### config.mk
export PLATFORM = sky130hd
export DESIGN_NAME = led_show_scheduler
export DESIGN_NICKNAME = d
export VERILOG_FILES = /design/src/rtl/led_show_pkg.sv /design/src/rtl/led_step_timer.sv /design/src/rtl/led_show_scheduler.sv
export SDC_FILE = /design/constraint.sdc
export NUM_CORES = 1
export LEC_CHECK = 0
export BUFFER_PORTS_ARGS = -buffer_cell sky130_fd_sc_hd__buf_2
export CAP_MARGIN = 20
export CORE_ASPECT_RATIO = 0.5
export CORE_MARGIN = 8
export CORE_UTILIZATION = 44
export DETAILED_ROUTE_END_ITERATION = 8
export GPL_ROUTABILITY_DRIVEN = 0
export HOLD_SLACK_MARGIN = 0.06
export PLACE_DENSITY = 0.71
export REMOVE_ABC_BUFFERS = 1
export SLEW_MARGIN = 0
export SYNTH_ARGS = -nofsm -noshare
export SYNTH_HDL_FRONTEND = slang
export SYNTH_HIERARCHICAL = 1
export SYNTH_SLANG_ARGS = --single-unit
### constraint.sdc
create_clock -name clk -period 4.3 [get_ports clk]
set_input_delay 0 -clock clk [delete_from_list [all_inputs] [get_ports clk]]
set_output_delay 0 -clock clk [all_outputs]
set_load 0.05 [all_outputs]
### src/rtl/led_show_pkg.sv
// Shared types and pass-length helpers for the LED show sequencer.
// LED_SHOW_BLINK_EN compiles in the BLINK mode.
package led_show_pkg;

    typedef enum logic [1:0] {
        BOUNCE = 2'd0,
        FILL   = 2'd1,
        BLINK  = 2'd2,
        RSVD   = 2'd3
    } show_mode_t;

    typedef enum logic [1:0] {
        IDLE   = 2'd0,
        LOAD   = 2'd1,
        RUN    = 2'd2,
        FINISH = 2'd3
    } show_state_t;

    localparam int BLINK_PASS_LEN = 2;

    function automatic int bounce_pass_len(input int n_led);
        return 2 * (n_led - 1);
    endfunction

    function automatic int fill_pass_len(input int n_led);
        return n_led + 1;
    endfunction

    function automatic logic mode_ok(input show_mode_t m);
`ifdef LED_SHOW_BLINK_EN
        return (m == BOUNCE) || (m == FILL) || (m == BLINK);
`else
        return (m == BOUNCE) || (m == FILL);
`endif
    endfunction

endpackage

### src/rtl/led_step_timer.sv
// Base-tick prescaler plus speed-scaled step counter.
// step is a one-cycle pulse on the tick that reaches the limit.
module led_step_timer #(
    parameter int N_SPEED  = 8,
    parameter int TICK_DIV = 400000
) (
    input  logic               clk,
    input  logic               reset,
    input  logic               clear,
    input  logic [N_SPEED-1:0] speed,
    output logic               step
);

    localparam int PW = $clog2(TICK_DIV);

    logic [PW-1:0]      presc;
    logic [N_SPEED-1:0] step_cnt;
    logic [N_SPEED-1:0] limit;
    logic               tick;
    logic               hit;

    // all-ones speed gives limit 0, i.e. one step per base tick
    assign limit = ~speed;
    assign tick  = (presc == PW'(TICK_DIV - 1));
    assign hit   = (step_cnt >= limit);
    assign step  = tick && hit && !clear;

    always_ff @(posedge clk) begin
        if (reset || clear) begin
            presc    <= '0;
            step_cnt <= '0;
        end else begin
            presc <= tick ? '0 : presc + 1'b1;
            if (tick) begin
                step_cnt <= hit ? '0 : step_cnt + 1'b1;
            end
        end
    end

endmodule

### src/rtl/led_show_scheduler.sv
// LED show sequencer: bounce/fill/blink patterns for a number of passes.
// BLINK is only present when LED_SHOW_BLINK_EN is defined.
module led_show_scheduler
    import led_show_pkg::*;
#(
    parameter int N_LED    = 8,
    parameter int N_SPEED  = 8,
    parameter int TICK_DIV = 400000
) (
    input  logic               clk,
    input  logic               reset,
    input  logic               cmd_valid,
    output logic               cmd_ready,
    input  logic [1:0]         cmd_mode,
    input  logic [7:0]         cmd_repeat,
    input  logic [N_SPEED-1:0] speed,
    input  logic               abort,
    output logic [N_LED-1:0]   leds,
    output logic               busy,
    output logic               done
);

    show_state_t      state, state_n;
    show_mode_t       mode, mode_n;
    logic [7:0]       rep, rep_n;
    logic [7:0]       pass_cnt, pass_n;
    logic             dir, dir_n, dir_step;
    logic [N_LED-1:0] leds_n, pat;
    logic             pass_end;
    logic             step;

    led_step_timer #(
        .N_SPEED (N_SPEED),
        .TICK_DIV(TICK_DIV)
    ) u_timer (
        .clk  (clk),
        .reset(reset),
        .clear(state != RUN),
        .speed(speed),
        .step (step)
    );

    assign cmd_ready = (state == IDLE);

    // next frame if a step occurs now; dir 0 = moving toward the MSB
    always_comb begin
        pat      = leds;
        pass_end = 1'b0;
        dir_step = dir;
        unique case (mode)
            BOUNCE: begin
                if (!dir) begin
                    pat = leds << 1;
                    if (pat[N_LED-1]) dir_step = 1'b1;
                end else begin
                    pat = leds >> 1;
                    if (pat[0]) begin
                        dir_step = 1'b0;
                        pass_end = 1'b1;
                    end
                end
            end
            FILL: begin
                if (&leds) begin
                    pat      = '0;
                    pass_end = 1'b1;
                end else begin
                    pat = {leds[N_LED-2:0], 1'b1};
                end
            end
`ifdef LED_SHOW_BLINK_EN
            BLINK: begin
                pat      = ~leds;
                pass_end = &leds;
            end
`endif
            default: ;
        endcase
    end

    always_comb begin
        state_n = state;
        mode_n  = mode;
        rep_n   = rep;
        pass_n  = pass_cnt;
        dir_n   = dir;
        leds_n  = leds;
        unique case (state)
            IDLE: begin
                leds_n = '0;
                if (cmd_valid) begin
                    mode_n  = show_mode_t'(cmd_mode);
                    rep_n   = cmd_repeat;
                    state_n = LOAD;
                end
            end
            LOAD: begin
                pass_n = '0;
                dir_n  = 1'b0;
                if (abort || !mode_ok(mode)) begin
                    leds_n  = '0;
                    state_n = FINISH;
                end else begin
                    leds_n  = (mode == BOUNCE) ? N_LED'(1) : '0;
                    state_n = RUN;
                end
            end
            RUN: begin
                if (abort) begin
                    leds_n  = '0;
                    state_n = FINISH;
                end else if (step) begin
                    leds_n = pat;
                    dir_n  = dir_step;
                    if (pass_end) begin
                        pass_n = pass_cnt + 8'd1;
                        if (rep != 8'd0 && pass_n == rep) begin
                            leds_n  = '0;
                            state_n = FINISH;
                        end
                    end
                end
            end
            FINISH: begin
                leds_n  = '0;
                state_n = IDLE;
            end
            default: state_n = IDLE;
        endcase
    end

    always_ff @(posedge clk) begin
        if (reset) begin
            state    <= IDLE;
            mode     <= BOUNCE;
            rep      <= '0;
            pass_cnt <= '0;
            dir      <= 1'b0;
            leds     <= '0;
            busy     <= 1'b0;
            done     <= 1'b0;
        end else begin
            state    <= state_n;
            mode     <= mode_n;
            rep      <= rep_n;
            pass_cnt <= pass_n;
            dir      <= dir_n;
            leds     <= leds_n;
            busy     <= (state_n == LOAD) || (state_n == RUN);
            done     <= (state_n == FINISH);
        end
    end

endmodule
==> results of run 1 <==
metal layers:
layer / vias up / part of all wire / wire length, µm / track usage
met5: - / 0 / 0 / 0
met4: 0 / 0.018 / 129 / 0.06459
met3: 12 / 0.035 / 257 / 0.04671
met2: 37 / 0.49 / 3636 / 0.2496
met1: 1347 / 0.45 / 3347 / 0.1715
li1: 1466 / - / - / -
layout by cell type, fill, tap and decap left out, types with 5 or more instances in the layout:
| cell type | n |
|---|---|
| dfxtp_1 | 58 |
| nand2_1 | 42 |
| nor2_1 | 37 |
| buf_2 | 32 |
| a21oi_1 | 25 |
| xor2_1 | 18 |
| nand3_1 | 18 |
| xnor2_1 | 13 |
| o21ai_0 | 12 |
| ha_1 | 12 |
| a32oi_1 | 10 |
| dlygate4sd3_1 | 10 |
| and3_1 | 9 |
| clkbuf_16 | 9 |
| nor3_1 | 8 |
| nand4_1 | 8 |
| a22o_1 | 7 |
| inv_1 | 6 |
| nand2b_1 | 5 |
| and2_1 | 5 |
| and4_1 | 5 |
kinds of logic after synthesis:
| family | Yosys count | synth area share |
|---|---|---|
| simple gates | 166 | 0.2784 |
| compound gates | 86 | 0.1889 |
| flops | 58 | 0.3614 |
| xor+xnor | 31 | 0.08450 |
| buf+inv | 21 | 0.03660 |
| fa+ha+maj | 12 | 0.04673 |
| mux | 1 | 0.003504 |
power by group through the flow:
| stage | sequential, W | clock, W | combinational (W) |
|---|---|---|---|
| after floorplan | 0.000591 | 0 | 0.0000822 |
| after global placement | 0.000582 | 0 | 0.000135 |
| after detailed placement | 0.000583 | 0 | 0.000135 |
| after CTS | 0.000572 | 0.000702 | 0.000143 |
| after global routing | 0.000574 | 0.000731 | 0.000160 |
| final | 0.000572 | 0.000683 | 0.000143 |
critical path: cells and delay by family, from the launching register on:
family | cells | cell delay, ns
AO/OA/AOI/OAI | 4 | 0.57
buffers and inverters | 1 | 0.10
flip-flops | 1 | 0.39
adder cells (fa/ha/maj) | 1 | 0.27
AND/OR/NAND/NOR | 5 | 1.60
registers in the layout, summed over array words and instances, names as in the netlist:
register	count
state	2
busy	1
leds	8
pass_cnt	8
dir	1
u_timer/presc	19
u_timer/step_cnt	8
done	1
rep	8
mode	2
area by class of cell:
| cell class | instances | area (µm²) | share of cell area |
|---|---|---|---|
| multi-input cells | 296 | 1934 | 0.5101 |
| clock buffers | 10 | 229.0 | 0.06038 |
| flip-flops and latches | 58 | 1161 | 0.3062 |
| well taps | 96 | 120.1 | 0.03167 |
| inverters | 6 | 22.52 | 0.005939 |
| repair buffers | 43 | 267.8 | 0.07060 |
| clock inverters | 6 | 57.56 | 0.01518 |
worst max-delay path by stage:
| stage | from | to | slack, ns | cells past startpoint |
|---|---|---|---|---|
| after floorplan | leds[1] | busy | 1.70 | 7 |
| after global placement | u_timer/step_cnt[0] | dir | 1.58 | 11 |
| after detailed placement | u_timer/step_cnt[0] | dir | 1.41 | 11 |
| after CTS | u_timer/step_cnt[0] | dir | 1.31 | 11 |
| after global routing | u_timer/step_cnt[0] | pass_cnt[5] | 1.10 | 11 |
| final | u_timer/step_cnt[0] | dir | 1.30 | 11 |
stage by stage:
step / setup slack, ns / instances
after detailed placement: 1.411 / 489
after CTS: 1.313 / 515
after global routing: 1.104 / 515
final: 1.296 / 515
after floorplan: 1.696 / 360
after global placement: 1.581 / 489
==> impl_metrics.sql, run 1 <==
INSERT INTO impl_metrics (metric_group, metric, value, unit) VALUES
('status', 'status', 'finished clean', ''),
('critical_path', 'worstSetupEndpointType', 'flop', ''),
('cts', 'cts_tree', 'done', ''),
('cts', 'cts-buffers-inserted', '9', ''),
('global_routing', 'first_global_vias', '2767', ''),
('detailed_routing', 'avgRoutedWirePerCell', '14.31', 'µm'),
('cts', 'ctsRootBufferMaster', 'clkbuf_16', ''),
('sta', 'final_max_slew_viol_count', '0', ''),
('power_and_ir_drop', 'pwr-share-comb', '0.103', ''),
('synth', 'netlist_area', '3213', 'µm²'),
('critical_path', 'r2r-end', 'dir', ''),
('synth', 'synth-main-ff-cell', 'dfxtp_1', ''),
('critical_path', 'timing.setup.critical_path_class', 'flop to flop', ''),
('sta', 'rsz0062_at_grt', 'false', ''),
('finish', 'area_growth_syn_to_layout', '18.03', '%'),
('critical_path', 'reg2reg_slack', '1.30', 'ns'),
('critical_path', 'worstPathArrival', '3.26', 'ns'),
('sta', 'final.setup_skew', '0.002065', 'ns'),
('synth', 'synth.most_common_cell', 'dfxtp_1', ''),
('detailed_routing', 'drt-vias-per-instance', '5.557', ''),
('min_path', 'hp-class', 'input pin to flop', ''),
('detailed_routing', 'drc_errors', '0', ''),
('floorplanning', 'core_area', '7212', 'µm²'),
('global_routing', 'global_route.overflow_total', '0', ''),
('sta', 'slew_headroom', '0.3873', ''),
('sta', 'post-route-min-period', '3.004', 'ns'),
('floorplanning', 'placement_rows', '22', ''),
('synth', 'synth.avg_cell_area', '8.568', 'µm²'),
('critical_path', 'worst_path_max_delay_cell', 'or4b_1', ''),
('synth', 'number_of_enable_flip_flop_cells_after_synthesis', '0', ''),
('synth', 'netlist.top_cell.by_area', 'dfxtp_1', ''),
('cts', 'hold_buffers', '10', ''),
('global_routing', 'global_route.usage.total', '0.1493', ''),
('power_and_ir_drop', 'power.total', '0.001399', 'W'),
('synth', 'number_of_synthesized_register_bits', '58', ''),
('synth', 'yosysSeqAreaShare', '0.3614', ''),
('run', 'max-cap-violations', '0', ''),
('synth', 'yosys-top-cells-area', 'dfxtp_1 (36%), nand2_1 (4.9%), xor2_1 (4.9%), ha_1 (4.7%), nor2_1 (4.3%)', ''),
('finish', 'final_design_area_no_fill', '3792', 'µm²'),
('detailed_routing', 'route.vias.total', '2862', ''),
('power_and_ir_drop', 'cellInternalPower', '0.001052', 'W'),
('floorplanning', 'die-area', '10460', 'µm²'),
('power_and_ir_drop', 'peakVddDrop', '0.0002104', 'V'),
('detailed_routing', 'drt-total-wl', '7370', 'µm'),
('global_routing', 'antenna_found_initial', '0', ''),
('power_and_ir_drop', 'clock_power_share', '0.488', ''),
('power_and_ir_drop', 'p_per_area', '368.8', 'nW/µm²'),
('detailed_routing', 'detail_route.iter0.violations', '220', ''),
('min_path', 'hold_end', 'state[0]', ''),
('floorplanning', 'start_util', '0.4455', ''),
('finish', 'finalNetCount', '448', ''),
('placed_design', 'placement.cell_area', '3406', 'µm²'),
('cts', 'htreeDepth', '3', ''),
('power_and_ir_drop', 'p_switching', '0.0003464', 'W'),
('sta', 'worst-slew-pin-transition', '0.9106', 'ns'),
('cts', 'cts-resized-gates', '0', ''),
('finish', 'final_core_util', '0.5259', ''),
('detailed_routing', 'ant_nets', '0', ''),
('critical_path', 'required', '4.56', 'ns'),
('critical_path', 'reg2reg_depth', '11', ''),
('cts', 'clk_path_buf_depth', '2', ''),
('power_and_ir_drop', 'share_seq_of_total_power', '0.409', ''),
('floorplanning', 'die_h', '76.43', 'µm'),
('critical_path', 'worst_r2r_startpoint', 'u_timer/step_cnt[0]', ''),
('finish', 'fillCellCount', '702', ''),
('floorplanning', 'boundaryPins', '33', ''),
('power_and_ir_drop', 'p_sw_frac', '0.2476', ''),
('critical_path', 'crit_path_max_fanout', '5', ''),
('sta', 'max_freq', '0.3329', 'GHz'),
('critical_path', 'series_of_cell_instances_along_the_critical_path', 'inv_1 > ha_1 > nand2b_1 > a2111o_1 > a21oi_1 > nor3_1 > nand2b_1 > or3_4 > o21a_1 > or4b_1 > a21oi_1', ''),
('placed_design', 'port-buffer-count', '32', '');
(Power assumes the default switching activity.)
==> inputs of run 2 (changes only) <==
==> constraint.sdc (replaced) <==
create_clock -name clk -period 3 [get_ports clk]
set_input_delay 0 -clock clk [delete_from_list [all_inputs] [get_ports clk]]
set_output_delay 0 -clock clk [all_outputs]
set_load 0.05 [all_outputs]
==> run 2 against run 1 <==
Compared with the run above:
- final cell count is 0.78% higher
- core utilization is 1.0 points higher
- register-to-register slack worse by 1.0 ns
- count of clock-buffer cells in the layout stayed put
- sequential share of layout area is 0.57 points lower
- critical endpoint unchanged
==> impl_metrics.sql, run 2 (synthesized netlist as in run 1, its figures left out) <==
INSERT INTO impl_metrics (metric_group, metric, value, unit) VALUES
('status', 'status', 'finished clean', ''),
('critical_path', 'worstSetupEndpointType', 'flop', ''),
('sta', 'final_max_slew_viol_count', '0', ''),
('critical_path', 'required', '3.26', 'ns'),
('detailed_routing', 'drc_errors', '0', ''),
('finish', 'stdcell_count', '519', ''),
('power_and_ir_drop', 'p_switching', '0.0004942', 'W'),
('detailed_routing', 'drt-total-wl', '7082', 'µm'),
('placed_design', 'port-buffer-count', '32', ''),
('detailed_routing', 'drt-vias-per-instance', '5.578', ''),
('power_and_ir_drop', 'share_seq_of_total_power', '0.388', ''),
('critical_path', 'max_stage_delay', '0.46', 'ns'),
('sta', 'slew_headroom', '0.5930', ''),
('detailed_routing', 'detail_route.iter0.violations', '259', ''),
('power_and_ir_drop', 'p_per_area', '545.8', 'nW/µm²'),
('cts', 'clk_latency', '0.33', 'ns'),
('sta', 'post-route-min-period', '2.729', 'ns'),
('critical_path', 'timing.setup.critical_path_class', 'flop to flop', ''),
('finish', 'most-common-layout-cells', 'dfxtp_1 (58), nand2_1 (42), nor2_1 (37)', ''),
('placed_design', 'dp_hpwl', '4974', 'µm'),
('critical_path', 'series_of_cell_instances_along_the_critical_path', 'inv_1 > ha_1 > nand2b_1 > a2111o_1 > a21oi_1 > nor3_2 > nand2b_1 > or3_4 > o21a_1 > or4b_1 > a21oi_1', ''),
('power_and_ir_drop', 'cellInternalPower', '0.001615', 'W'),
('critical_path', 'worstPathArrival', '2.99', 'ns'),
('finish', 'final_design_area_no_fill', '3865', 'µm²'),
('floorplanning', 'core_area', '7212', 'µm²'),
('floorplanning', 'die-area', '10460', 'µm²'),
('cts', 'worst_setup_hold_path_clk_slew', '0.05', 'ns'),
('placed_design', 'numPlacedInstances', '493', ''),
('cts', 'tritoncts_num_sinks', '58', ''),
('floorplanning', 'horiz_die_dim', '136.9', 'µm'),
('global_routing', 'grt_start_max_net_pins', '28', ''),
('detailed_routing', 'route.vias.total', '2895', ''),
('sta', 'setup_viol', '0', ''),
('sta', 'worst-slew-pin-transition', '0.6058', 'ns'),
('floorplanning', 'placement_rows', '22', ''),
('finish', 'layout_commonest_cell', 'dfxtp_1', ''),
('run', 'max-cap-violations', '0', ''),
('sta', 'worst_hold_slack', '0.08474', 'ns'),
('global_routing', 'antenna_found_initial', '0', ''),
('global_routing', 'global_route.usage.total', '0.1427', ''),
('detailed_routing', 'detail_route.first_pass.iterations', '4', ''),
('sta', 'final.setup_skew', '0.006192', 'ns'),
('detailed_routing', 'ant_nets', '0', ''),
('cts', 'setup_buffers_after_cts', '0', ''),
('cts', 'clk_path_buf_depth', '2', ''),
('finish', 'post_route_cells_drive_above_1_share', '0.1678', ''),
('critical_path', 'crit_path_max_fanout', '5', ''),
('finish', 'top_register_by_number_of_flip_flops', 'u_timer/presc', ''),
('sta', 'sum_neg_setup_slack', '0', 'ns'),
('floorplanning', 'die_h', '76.43', 'µm'),
('detailed_routing', 'avgRoutedWirePerCell', '13.65', 'µm'),
('critical_path', 'worstSetupStartpointType', 'flop', ''),
('power_and_ir_drop', 'pwr-share-comb', '0.098', ''),
('sta', 'final-hold-violation-count', '0', ''),
('sta', 'max_freq', '0.3664', 'GHz'),
('finish', 'antenna-diode-count', '0', ''),
('critical_path', 'worst_path_max_delay_cell', 'or4b_1', ''),
('cts', 'ctsRootBufferMaster', 'clkbuf_16', ''),
('power_and_ir_drop', 'peakVddDrop', '0.0002448', 'V'),
('power_and_ir_drop', 'clock_power_share', '0.514', ''),
('cts', 'htreeDepth', '3', ''),
('finish', 'finalNetCount', '452', ''),
('global_routing', 'global_route.overflow_total', '0', ''),
('cts', 'cts-buffers-inserted', '9', ''),
('finish', 'largest_register_ff_count', '19', ''),
('sta', 'post-route-period-util', '0.9098', ''),
('global_routing', 'first_pass_grt_wire_length', '12300', 'µm'),
('sta', 'rsz0062_at_grt', 'false', ''),
('power_and_ir_drop', 'leakagePower', '1.504', 'nW'),
('finish', 'final_core_util', '0.5359', ''),
('floorplanning', 'start_util', '0.4455', ''),
('finish', 'area_growth_syn_to_layout', '20.29', '%'),
('floorplanning', 'boundaryPins', '33', ''),
('global_routing', 'first_global_vias', '2673', ''),
('placed_design', 'placement.cell_area', '3436', 'µm²'),
('cts', 'cts_tree', 'done', ''),
('power_and_ir_drop', 'p_sw_frac', '0.2343', ''),
('min_path', 'hp-class', 'input pin to flop', '');
[run 2: cell count changes in the layout (fill, tap and decap cells not counted)]
cell and change:
clkbuf_1 -1, nor2_2 -1, nor2_4 +1, clkbuf_8 +1
bufinv_16 +1, nor3_1 -1, nor3_2 +1, clkinvlp_4 -1
buf_4 +4
[run 2: what timing repair did]
| action | in CTS | in global routing |
|---|---|---|
| gates resized for setup | 0 | 2 |
| hold buffers | 10 | 0 |
| endpoints found under the setup margin | 0 | 5 |
| hold endpoints to repair | 10 | 0 |
[run 2: power groups by stage]
stage | clock [W] | sequential [W] | combinational, W
2_1_floorplan | 0 | 0.000847 | 0.000118
4_1_cts | 0.00112 | 0.000818 | 0.000206
3_5_place_dp | 0 | 0.000835 | 0.000194
3_3_place_gp | 0 | 0.000834 | 0.000192
5_1_grt | 0.00115 | 0.000822 | 0.000229
6_report | 0.00108 | 0.000820 | 0.000206
[run 2: stage by stage]
step           worst slack (ns)  total power (W)
2_1_floorplan            0.3964        0.0009651
5_1_grt                 0.06622         0.002197
6_report                 0.2707         0.002110
4_1_cts                  0.1859         0.002142
3_3_place_gp             0.2928         0.001026
3_5_place_dp             0.1972         0.001029
[run 2: layer usage]
| layer | vias up | global-route usage | wire length [µm] |
|---|---|---|---|
| met3 | 7 | 0.04342 | 323 |
| met2 | 47 | 0.2307 | 3453 |
| met4 | 0 | 0.05490 | 71 |
| met1 | 1375 | 0.1734 | 3233 |
| li1 | 1466 | - | - |
| met5 | - | 0 | 0 |
[run 2: path summary, 6_finish.rpt]
path | startpoint | end | slack (ns) | cells past startpoint
worst max-delay path | u_timer/step_cnt[0] | dir | 0.27 | 11
worst min-delay path | abort | leds[7] | 0.08 | 4
worst max register to register | u_timer/step_cnt[0] | dir | 0.27 | 11
worst min register to register | u_timer/presc[0] | u_timer/presc[0] | 0.44 | 1
[run 2: layout make-up]
class | count | area, µm²
clock inverters | 6 | 80.08
well taps | 96 | 120.1
repair buffers | 47 | 297.8
clock buffers | 10 | 239.0
multi-input cells | 296 | 1944
flip-flops and latches | 58 | 1161
fillers | 669 | 3347
inverters | 6 | 22.52
[run 2: worst max-delay path: cells and delay by family (launching register included)]
family	cells	cell delay (ns)
flip-flops	1	0.38
adder cells (fa/ha/maj)	1	0.27
buffers and inverters	1	0.09
AO/OA/AOI/OAI	4	0.57
AND/OR/NAND/NOR	5	1.33
